===== src/rtl/neopixel_pkg.sv =====
// ============================================================================
// neopixel_pkg: shared state encoding and timing constants for the Neopixel TX path
// Rev 1.0
// ============================================================================
`default_nettype none

package neopixel_pkg;

    localparam int unsigned NUM_REQ          = 2;
    localparam int unsigned TIMER_W          = 16;
    localparam int unsigned DEF_TAIL_CYCLES  = 720;
    localparam int unsigned DEF_LATCH_CYCLES = 1200;

    typedef enum logic [2:0] {
        ST_IDLE  = 3'd0,
        ST_LOAD  = 3'd1,
        ST_DRAIN = 3'd2,
        ST_TAIL  = 3'd3,
        ST_LATCH = 3'd4
    } state_e;

    function automatic logic [NUM_REQ-1:0] req_onehot(input logic idx);
        return {idx, ~idx};
    endfunction

endpackage

`default_nettype wire


===== src/rtl/neopixel_cycle_timer.sv =====
// ============================================================================
// neopixel_cycle_timer: loadable down-counter with zero flag, shared by TAIL and LATCH
// Rev 1.0
// ============================================================================
`default_nettype none

module neopixel_cycle_timer
    import neopixel_pkg::*;
#(
    parameter int unsigned WIDTH = TIMER_W
) (
    input  logic             clk_i,
    input  logic             sys_rst_i,
    input  logic             load_i,
    input  logic [WIDTH-1:0] load_val_i,
    output logic             zero_o
);

    logic [WIDTH-1:0] count_q;
    logic [WIDTH-1:0] count_d;

    always_comb begin
        count_d = count_q;
        if (load_i) begin
            count_d = load_val_i;
        end else if (count_q != '0) begin
            count_d = count_q - {{(WIDTH-1){1'b0}}, 1'b1};
        end
    end

    always_ff @(posedge clk_i) begin
        if (!sys_rst_i) begin
            count_q <= '0;
        end else begin
            count_q <= count_d;
        end
    end

    assign zero_o = (count_q == '0);

endmodule

`default_nettype wire


===== src/rtl/neopixel_frame_sched.sv =====
// ============================================================================
// neopixel_frame_sched: per-frame arbiter feeding the RGB/cmd FIFOs and gating tx_enable
// Rev 1.0
// ============================================================================
`default_nettype none

module neopixel_frame_sched
    import neopixel_pkg::*;
#(
    parameter int unsigned FIFO_AW      = 10,
    parameter int unsigned TAIL_CYCLES  = DEF_TAIL_CYCLES,
    parameter int unsigned LATCH_CYCLES = DEF_LATCH_CYCLES
) (
    input  logic               clk_i,
    input  logic               sys_rst_i,
    input  logic [NUM_REQ-1:0] req_i,
    input  logic [NUM_REQ-1:0] valid_i,
    input  logic [NUM_REQ-1:0] last_i,
    input  logic [23:0]        rgb0_i,
    input  logic [23:0]        rgb1_i,
    input  logic [NUM_REQ-1:0] cmd_i,
    output logic [NUM_REQ-1:0] ready_o,
    input  logic               abort_i,
    input  logic               fifo_full_i,
    input  logic               fifo_empty_i,
    output logic               fifo_wr_en_o,
    output logic [23:0]        fifo_rgb_o,
    output logic               fifo_cmd_o,
    output logic               fifo_rst_o,
    output logic               tx_enable_o,
    output logic [NUM_REQ-1:0] grant_o,
    output logic               frame_done_o,
    output logic               busy_o,
    output logic               overflow_o
);

    localparam logic [FIFO_AW:0]     PIX_ONE    = (FIFO_AW+1)'(1);
    localparam logic [FIFO_AW:0]     PIX_LAST   = (FIFO_AW+1)'((1 << FIFO_AW) - 1);
    localparam logic [TIMER_W-1:0]   TAIL_LOAD  = TIMER_W'(TAIL_CYCLES - 1);
    localparam logic [TIMER_W-1:0]   LATCH_LOAD = TIMER_W'(LATCH_CYCLES - 1);

    state_e               state_q, state_d;
    logic                 gidx_q, gidx_d;
    logic                 prio_q, prio_d;
    logic [NUM_REQ-1:0]   grant_q, grant_d;
    logic [FIFO_AW:0]     pix_cnt_q, pix_cnt_d;
    logic                 overflow_q, overflow_d;
    logic                 abort_rst_q, abort_rst_d;
    logic                 tmr_load;
    logic [TIMER_W-1:0]   tmr_val;
    logic                 tmr_zero;

    neopixel_cycle_timer #(
        .WIDTH (TIMER_W)
    ) u_timer (
        .clk_i      (clk_i),
        .sys_rst_i  (sys_rst_i),
        .load_i     (tmr_load),
        .load_val_i (tmr_val),
        .zero_o     (tmr_zero)
    );

    always_comb begin
        state_d      = state_q;
        gidx_d       = gidx_q;
        prio_d       = prio_q;
        grant_d      = grant_q;
        pix_cnt_d    = pix_cnt_q;
        overflow_d   = overflow_q;
        abort_rst_d  = 1'b0;
        tmr_load     = 1'b0;
        tmr_val      = LATCH_LOAD;
        ready_o      = '0;
        fifo_wr_en_o = 1'b0;
        frame_done_o = 1'b0;

        unique case (state_q)
            ST_IDLE: begin
                if (|req_i) begin
                    gidx_d  = req_i[prio_q] ? prio_q : ~prio_q;
                    grant_d = req_onehot(gidx_d);
                    state_d = ST_LOAD;
                end
            end
            ST_LOAD: begin
                ready_o[gidx_q] = ~fifo_full_i;
                // Abort beats a simultaneous last: the pixel on the bus is dropped.
                if (abort_i) begin
                    state_d     = ST_LATCH;
                    tmr_load    = 1'b1;
                    abort_rst_d = 1'b1;
                end else if (valid_i[gidx_q] && !fifo_full_i) begin
                    fifo_wr_en_o = 1'b1;
                    pix_cnt_d    = pix_cnt_q + PIX_ONE;
                    if (last_i[gidx_q]) begin
                        state_d = ST_DRAIN;
                    end else if (pix_cnt_q == PIX_LAST) begin
                        overflow_d = 1'b1;
                        state_d    = ST_DRAIN;
                    end
                end
            end
            ST_DRAIN: begin
                if (abort_i) begin
                    state_d     = ST_LATCH;
                    tmr_load    = 1'b1;
                    abort_rst_d = 1'b1;
                end else if (fifo_empty_i) begin
                    state_d  = ST_TAIL;
                    tmr_load = 1'b1;
                    tmr_val  = TAIL_LOAD;
                end
            end
            ST_TAIL: begin
                if (abort_i) begin
                    state_d     = ST_LATCH;
                    tmr_load    = 1'b1;
                    abort_rst_d = 1'b1;
                end else if (tmr_zero) begin
                    state_d  = ST_LATCH;
                    tmr_load = 1'b1;
                end
            end
            ST_LATCH: begin
                if (tmr_zero) begin
                    frame_done_o = 1'b1;
                    state_d      = ST_IDLE;
                    grant_d      = '0;
                    prio_d       = ~gidx_q;
                    pix_cnt_d    = '0;
                end
            end
            default: begin
                state_d = ST_IDLE;
            end
        endcase
    end

    always_ff @(posedge clk_i) begin
        if (!sys_rst_i) begin
            state_q     <= ST_IDLE;
            gidx_q      <= 1'b0;
            prio_q      <= 1'b0;
            grant_q     <= '0;
            pix_cnt_q   <= '0;
            overflow_q  <= 1'b0;
            abort_rst_q <= 1'b0;
        end else begin
            state_q     <= state_d;
            gidx_q      <= gidx_d;
            prio_q      <= prio_d;
            grant_q     <= grant_d;
            pix_cnt_q   <= pix_cnt_d;
            overflow_q  <= overflow_d;
            abort_rst_q <= abort_rst_d;
        end
    end

    // tx_enable follows registered state only, so it can never rise while pixels are loading.
    assign tx_enable_o = (state_q == ST_DRAIN) || (state_q == ST_TAIL);
    assign busy_o      = (state_q != ST_IDLE);
    assign grant_o     = grant_q;
    assign overflow_o  = overflow_q;
    assign fifo_rst_o  = ~sys_rst_i | abort_rst_q;
    assign fifo_rgb_o  = gidx_q ? rgb1_i : rgb0_i;
    assign fifo_cmd_o  = cmd_i[gidx_q];

endmodule

`default_nettype wire

===== config.mk =====
export PLATFORM = sky130hd
export DESIGN_NAME = neopixel_frame_sched
export DESIGN_NICKNAME = d
export VERILOG_FILES = /design/src/rtl/neopixel_pkg.sv /design/src/rtl/neopixel_cycle_timer.sv /design/src/rtl/neopixel_frame_sched.sv
export SDC_FILE = /design/constraint.sdc
export NUM_CORES = 1
export LEC_CHECK = 0
export CAP_MARGIN = 20
export CORE_AREA = 2 2 73 75
export CTS_CLUSTER_DIAMETER = 120
export DETAILED_ROUTE_END_ITERATION = 16
export DIE_AREA = 0 0 75 77
export PLACE_DENSITY_LB_ADDON = 0.25
export SYNTH_ARGS = -nofsm -noshare
export SYNTH_HDL_FRONTEND = slang
export SYNTH_SLANG_ARGS = --single-unit

===== constraint.sdc =====
create_clock -name clk_i -period 4.55 [get_ports clk_i]
set_input_delay 0.91 -clock clk_i [delete_from_list [all_inputs] [get_ports clk_i]]
set_output_delay 0.91 -clock clk_i [all_outputs]
set_load 0.03 [all_outputs]

==> results of run 1 <==
final cells by class:
type                       instances  area, sq um  share of cell area (%)
multi-input combinational        202         1400                    42.1
timing repair buffer              98          971                    29.3
sequential                        36          721                    21.7
tap                               70         87.6                    2.64
clock buffer                       5         68.8                    2.07
clock inverter                     3         42.5                    1.28
inverter                           8         30.0                   0.905
power groups by stage:
| stage | Sequential (uW) | Clock, uW | Combinational, uW |
|---|---|---|---|
| floorplan | 473 | 0 | 742 |
| global placement | 504 | 0 | 988 |
| detailed placement | 509 | 0 | 1010 |
| CTS | 502 | 286 | 1010 |
| global route | 519 | 299 | 1110 |
| finish | 501 | 282 | 1010 |
routing by layer:
layer	vias to the layer above	GRT usage, %	routed length, um	part of all wire [%]
met1	1007	30.2	2520	42
li1	1106	-	-	-
met5	-	0	0	0
met2	63	36.0	2980	50
met3	10	5.12	336	5.6
met4	0	4.82	110	1.8
state kept, by name, indices dropped and copies added (netlist names):
register / count
gidx_q: 1
u_timer.count_q: 16
pix_cnt_q: 11
overflow_o: 1
state_q: 3
prio_q: 1
abort_rst_q: 1
grant_o: 2
through the flow:
step / hold slack (ps) / total power (uW) / instances
finish: 492 / 1790 / 422
global route: 516 / 1930 / 422
CTS: 497 / 1800 / 422
detailed placement: 486 / 1520 / 414
global placement: 462 / 1490 / 414
floorplan: 449 / 1210 / 257
synth_stat cells, drive strengths merged, types with 2 or more instances:
cell | number | area (sq um)
nor4 | 6 | 52.6
and3 | 2 | 12.5
or3 | 3 | 18.8
o21a | 2 | 15.0
nand2b | 8 | 50.1
a2111oi | 4 | 35.0
clkbuf | 8 | 30.0
nand4 | 8 | 56.3
nand2 | 25 | 93.8
dfxtp | 36 | 721
and2 | 2 | 12.5
a21boi | 3 | 22.5
mux2 | 26 | 293
a21oi | 9 | 45.0
nor3 | 9 | 45.0
inv | 8 | 30.0
mux2i | 4 | 40.0
or4 | 2 | 15.0
nand3 | 8 | 40.0
xor2 | 7 | 61.3
buf | 3 | 15.0
nor4b | 2 | 32.5
nor2 | 29 | 109
nor3b | 2 | 15.0
ha | 3 | 37.5
xnor2 | 11 | 96.3
o21ai | 7 | 35.0
nor2b | 5 | 31.3
a31oi | 2 | 12.5
kinds of logic after synthesis:
kind of cell | Yosys count | share of synthesized area, %
AO/OA/AOI/OAI | 36 | 11.3
XOR/XNOR | 18 | 7.19
adder cells (fa/ha/maj) | 3 | 1.71
buffers and inverters | 19 | 3.42
flip-flops | 36 | 32.9
multiplexers | 30 | 15.2
AND/OR/NAND/NOR | 115 | 28.3
worst max-delay path: cells and delay by family, from the launching register on:
family | cells | cell delay (ps)
buffers and inverters | 2 | 780
flip-flops | 1 | 360
AND/OR/NAND/NOR | 3 | 1470
path summary, 6_finish.rpt:
| path | from | endpoint | slack [ps] | depth (start not counted) |
|---|---|---|---|---|
| worst min-delay path | grant_o[1]$_SDFFE_PN0P_ | grant_o[1]$_SDFFE_PN0P_ | 490 | 2 |
| worst min register to register | grant_o[1]$_SDFFE_PN0P_ | grant_o[1]$_SDFFE_PN0P_ | 490 | 2 |
| worst max register to register | u_timer.count_q[6]$_SDFFE_PN0P_ | u_timer.count_q[8]$_SDFFE_PN0P_ | 2090 | 5 |
| worst max-delay path | u_timer.count_q[6]$_SDFFE_PN0P_ | frame_done_o | 740 | 5 |
==> reports/qor.csv, run 1 <==
stage,metric,value,unit
worst_setup_path,critPathKind,flip-flop to primary output,
power_and_ir_drop,ir_worst_vdd,0.259,mV
yosys,syn_inst,257,
die,core,4980,sq um
timing,min_period_over_period,83.8,%
timing,hold_viol_final,0,
cells_and_area,drive_above_1_share,12.5,%
clocking,clkLatencyLatePin,290,ps
power_and_ir_drop,power_switching,763,uW
timing,finalSetupTns,0,ps
grt,grt_overflow,0,
worst_setup_path,worstPathMaxFanout,10,
grt,grt_max_degree,22,
place,dp_hpwl,4770,um
timing,fin_ws,738,ps
clocking,cts_buffers,5,
worst_setup_path,crit_chain,or4_1 > nor4b_4 > nand4_2 > inv_1 > clkdlybuf4s50_1,
job,maxCapViolCount,0,
timing,worst_clock_skew,5.57,ps
place,postPlaceCellArea,3210,sq um
cells_and_area,layout_common_cells,"clkdlybuf4s50_1 (94), dfxtp_1 (36), nor2_1 (29)",
grt,grt_pass1_vias,2231,
grt,grt_use_total,22.3,%
timing,relSlewSlack,52.5,%
cells_and_area,nFillCells,428,
cells_and_area,antenna_cells,0,
routing,drtIter0Drc,183,
place,numPortBuffers,95,
cells_and_area,fin_nets,415,
routing,drt-pass1-iter-count,4,
yosys,yosys_warnings,0,
clocking,cts.path.max_buffers,2,
min_path,hold_class,flip-flop to flip-flop,
grt,antenna_found_initial,0,
timing,fmax,262,MHz
yosys,synth_edf_count,0,
yosys,seq_area_frac_synth,32.9,%
timing,tightest_slew,705,ps
worst_setup_path,slowest_stage,clkdlybuf4s50_1,
die,start_util,44.0,%
place,place_worst_setup_slack,835,ps
die,die_area,5780,sq um
worst_setup_path,max_stage_delay,670,ps
power_and_ir_drop,intPower,1030,uW
yosys,syn_avg_cell_area,8.53,sq um
die,ios,96,
routing,drc,0,
power_and_ir_drop,pwr-share-clk,15.7,%
cells_and_area,final_area,3320,sq um
cells_and_area,fin_util,66.6,%
yosys,synthDistinctLibCells,45,
die,row_count,26,
status,status,"complete, no violations",
routing,via_per_inst,5.18,
power_and_ir_drop,p_leak,0.00124,uW
worst_setup_path,worstPathArrival,2900,ps
die,fp.dieW,75,um
clocking,cts_resized,0,
clocking,cts_tree,done,
grt,grt_pass1_wl,10300,um
power_and_ir_drop,netSwitchingFraction,42.6,%
clocking,h-tree-depth,2,
worst_setup_path,critPathLaunchType,flip-flop,
clocking,cts_root_buf,clkbuf_8,
power_and_ir_drop,pwr-share-comb,56.3,%
routing,vias,2186,
place,globalplace.congestion,0.822,
cells_and_area,final_common_cell,clkdlybuf4s50_1,
timing,setup_viol,0,
power_and_ir_drop,pwr_density_cell,540,nW/um^2
timing,layout_min_cycle_time,3810,ps
yosys,syn_nets,321,
routing,ant_nets,0,
die,dieHeight,77,um
yosys,synthesis.area,2190,sq um
clocking,clkSlewWorstSetupHoldPaths,80,ps
yosys,synthArstFlopShare,0,%
clocking,hold_buffers,0,
worst_setup_path,critPathRequiredTime,3640,ps
yosys,synth_flop_cell,dfxtp_1,
cells_and_area,area_growth,51.3,%
clocking,cts_setup_buffers,0,
yosys,yosys_register_bits,36,
routing,wl,5950,um
timing,rsz0062_at_grt,false,
power_and_ir_drop,pwr-share-seq,28.0,%
timing,maxSlewViolCount,0,
clocking,cts_sinks,36,
routing,wire_per_inst,14.1,um
worst_setup_path,critPathCaptureType,primary output,
Power figures use the tool's default switching activity.
==> run 2, diff against run 1 <==
--- a/config.mk
+++ b/config.mk
@@ -6,10 +6,10 @@
 export NUM_CORES = 1
 export LEC_CHECK = 0
 export CAP_MARGIN = 20
-export CORE_AREA = 2 2 73 75
+export CORE_AREA = 2 2 76 78
 export CTS_CLUSTER_DIAMETER = 120
 export DETAILED_ROUTE_END_ITERATION = 16
-export DIE_AREA = 0 0 75 77
+export DIE_AREA = 0 0 78 80
 export PLACE_DENSITY_LB_ADDON = 0.25
 export SYNTH_ARGS = -nofsm -noshare
 export SYNTH_HDL_FRONTEND = slang
==> constraint.sdc (replaced) <==
create_clock -name clk_i -period 3.7 [get_ports clk_i]
set_input_delay 0.74 -clock clk_i [delete_from_list [all_inputs] [get_ports clk_i]]
set_output_delay 0.74 -clock clk_i [all_outputs]
set_load 0.03 [all_outputs]
==> run 2 against run 1 <==
Against the previous run:
- critical path depth did not move
- register-to-register slack got worse by 720 ps
- clock power fell by 7.4%
- largest power group unchanged
- highest routed layer unchanged
==> reports/qor.csv, run 2 (synthesis gave the netlist of run 1 again) <==
stage,metric,value,unit,change
clocking,cts_tree,done,,
status,status,"complete, no violations",,
die,core,5410,sq um,+8.6%
grt,grt_pass1_wl,10200,um,-0.88%
routing,met3_length,380,um,+13%
grt,grt_overflow,0,,unchanged
power_and_ir_drop,power_switching,933,uW,+22%
power_and_ir_drop,p_leak,0.00124,uW,+0.15%
routing,vias,2217,,+1.4%
cells_and_area,reg.largest.list,"u_timer.count_q (16), pix_cnt_q (11), state_q (3)",,
worst_setup_path,critPathLaunchType,flip-flop,,
grt,grt_use_total,20.4,%,-1.9 points
grt,grt_max_degree,30,,+36%
grt,antenna_found_initial,0,,unchanged
cells_and_area,regMostFlops,u_timer.count_q,,
cells_and_area,nFillCells,484,,+13%
worst_setup_path,critPathKind,flip-flop to primary output,,
worst_setup_path,worstPathMaxFanout,7,,-3
place,globalplace.congestion,0.812,,-1.1%
die,dieHeight,80,um,+3.9%
place,numPortBuffers,95,,unchanged
clocking,cts_setup_buffers,0,,unchanged
routing,met2_length,3130,um,+5.0%
timing,finalSetupTns,0,ps,unchanged
cells_and_area,fin_nets,418,,+0.72%
clocking,cts_sinks,36,,unchanged
timing,layout_min_cycle_time,3360,ps,
clocking,hold_buffers,0,,unchanged
timing,setup_viol,0,,unchanged
die,start_util,40.6,%,-3.5 points
cells_and_area,area_growth,50.9,%,
timing,relSlewSlack,56.2,%,+3.8 points
timing,maxSlewViolCount,0,,unchanged
routing,drc,0,,unchanged
place,dp_hpwl,4840,um,+1.5%
cells_and_area,final_common_cell,clkdlybuf4s50_1,,
timing,rsz0062_at_grt,false,,
cells_and_area,antenna_cells,0,,unchanged
power_and_ir_drop,intPower,1220,uW,+19%
min_path,hold_class,flip-flop to flip-flop,,
worst_setup_path,worstPathArrival,2620,ps,-280 ps
routing,wl,6140,um,+3.2%
routing,wire_per_inst,14.4,um,+2.2%
cells_and_area,layout_common_cells,"clkdlybuf4s50_1 (94), dfxtp_1 (36), nor2_1 (29)",,
grt,grt_pass1_vias,2205,,-1.2%
timing,holdWs,465,ps,-26.8 ps
cells_and_area,largest_reg_flops,16,,unchanged
power_and_ir_drop,ir_worst_vdd,0.409,mV,+58%
clocking,clkLatencyLatePin,290,ps,about the same
timing,hold_viol_final,0,,unchanged
job,maxCapViolCount,0,,unchanged
clocking,cts.path.max_buffers,2,,unchanged
place,postPlaceCellArea,3230,sq um,+0.78%
clocking,cts_root_buf,clkbuf_8,,
routing,drt-pass1-iter-count,4,,unchanged
die,fp.dieW,78,um,+4.0%
die,row_count,27,,+3.8%
power_and_ir_drop,pwr-share-seq,27.9,%,about the same
clocking,cts_buffers,5,,unchanged
timing,fin_ws,335,ps,-403 ps
cells_and_area,drive_above_1_share,12.7,%,+0.21 points
clocking,clkSlewWorstSetupHoldPaths,70,ps,about the same
routing,ant_nets,0,,unchanged
timing,min_period_over_period,90.9,%,
timing,fmax,297,MHz,
power_and_ir_drop,pwr_density_cell,651,nW/um^2,+20%
routing,dr.max_layer_used,met4,,
routing,wl_met1,2500,um,-0.75%
power_and_ir_drop,pwr-share-clk,12.1,%,-3.6 points
routing,via_per_inst,5.20,,+0.47%
clocking,h-tree-depth,2,,unchanged
place,place_worst_setup_slack,528,ps,-307 ps
cells_and_area,final_area,3310,sq um,-0.26%
worst_setup_path,critPathCaptureType,primary output,,
power_and_ir_drop,pwr-share-comb,59.9,%,+3.6 points
timing,tightest_slew,649,ps,-55.8 ps
timing,worst_clock_skew,8.84,ps,+3.27 ps
clocking,cts_resized,0,,unchanged
power_and_ir_drop,netSwitchingFraction,43.3,%,+0.78 points
routing,drtIter0Drc,90,,-51%
power_and_ir_drop,total_power,2150,uW,+20%
die,die_area,6240,sq um,+8.1%
worst_setup_path,critPathRequiredTime,2960,ps,-680 ps
die,ios,96,,unchanged
run 2: changes by cell type in the layout (fill, tap and decap cells not counted):
cell / change
buf_4: +3
clkbuf_1: +1
clkinvlp_4: -1
bufinv_16: -1
run 2: area by class of cell:
cell class / count / area [sq um] / area share, %
clock inverter: 1 / 5.00 / 0.151
multi-input combinational: 202 / 1400 / 42.2
sequential: 36 / 721 / 21.8
clock buffer: 6 / 72.6 / 2.19
inverter: 8 / 30.0 / 0.908
tap: 72 / 90.1 / 2.72
timing repair buffer: 101 / 993 / 30.0
run 2: path summary, 6_finish.rpt:
check	start	endpoint	slack, ps	cells after the start
setup / recovery	u_timer.count_q[6]$_SDFFE_PN0P_	frame_done_o	340	5
hold / removal	grant_o[1]$_SDFFE_PN0P_	grant_o[1]$_SDFFE_PN0P_	470	2
setup reg to reg	state_q[0]$_SDFFE_PN0P_	pix_cnt_q[3]$_SDFFE_PN0P_	1370	6
hold reg to reg	grant_o[1]$_SDFFE_PN0P_	grant_o[1]$_SDFFE_PN0P_	470	2
run 2: metrics by stage:
stage	util (%)	std cells
3_3_place_gp	59.8	419
2_1_floorplan	-	257
5_1_grt	61.2	426
4_1_cts	61.2	426
3_5_place_dp	59.8	419
6_report	61.2	426
run 2: power groups by stage:
stage | clock, uW | sequential, uW | combinational, uW
detailed placement | 0 | 608 | 1290
global placement | 0 | 604 | 1270
finish | 261 | 602 | 1290
global route | 279 | 620 | 1420
floorplan | 0 | 582 | 912
CTS | 266 | 600 | 1300
run 2: worst max-delay path, cell delays in order (launching register included):
cell and delay [ps]:
dfxtp_1 350, or4_1 650, nor4b_4 280, nand4_2 250, inv_1 130, clkdlybuf4s50_1 670
run 2: routing by layer:
metal,vias up,track usage [%]
li1,1112,-
met1,1029,23.9
met2,64,36.1
met3,12,5.32
met4,0,7.02
met5,-,0
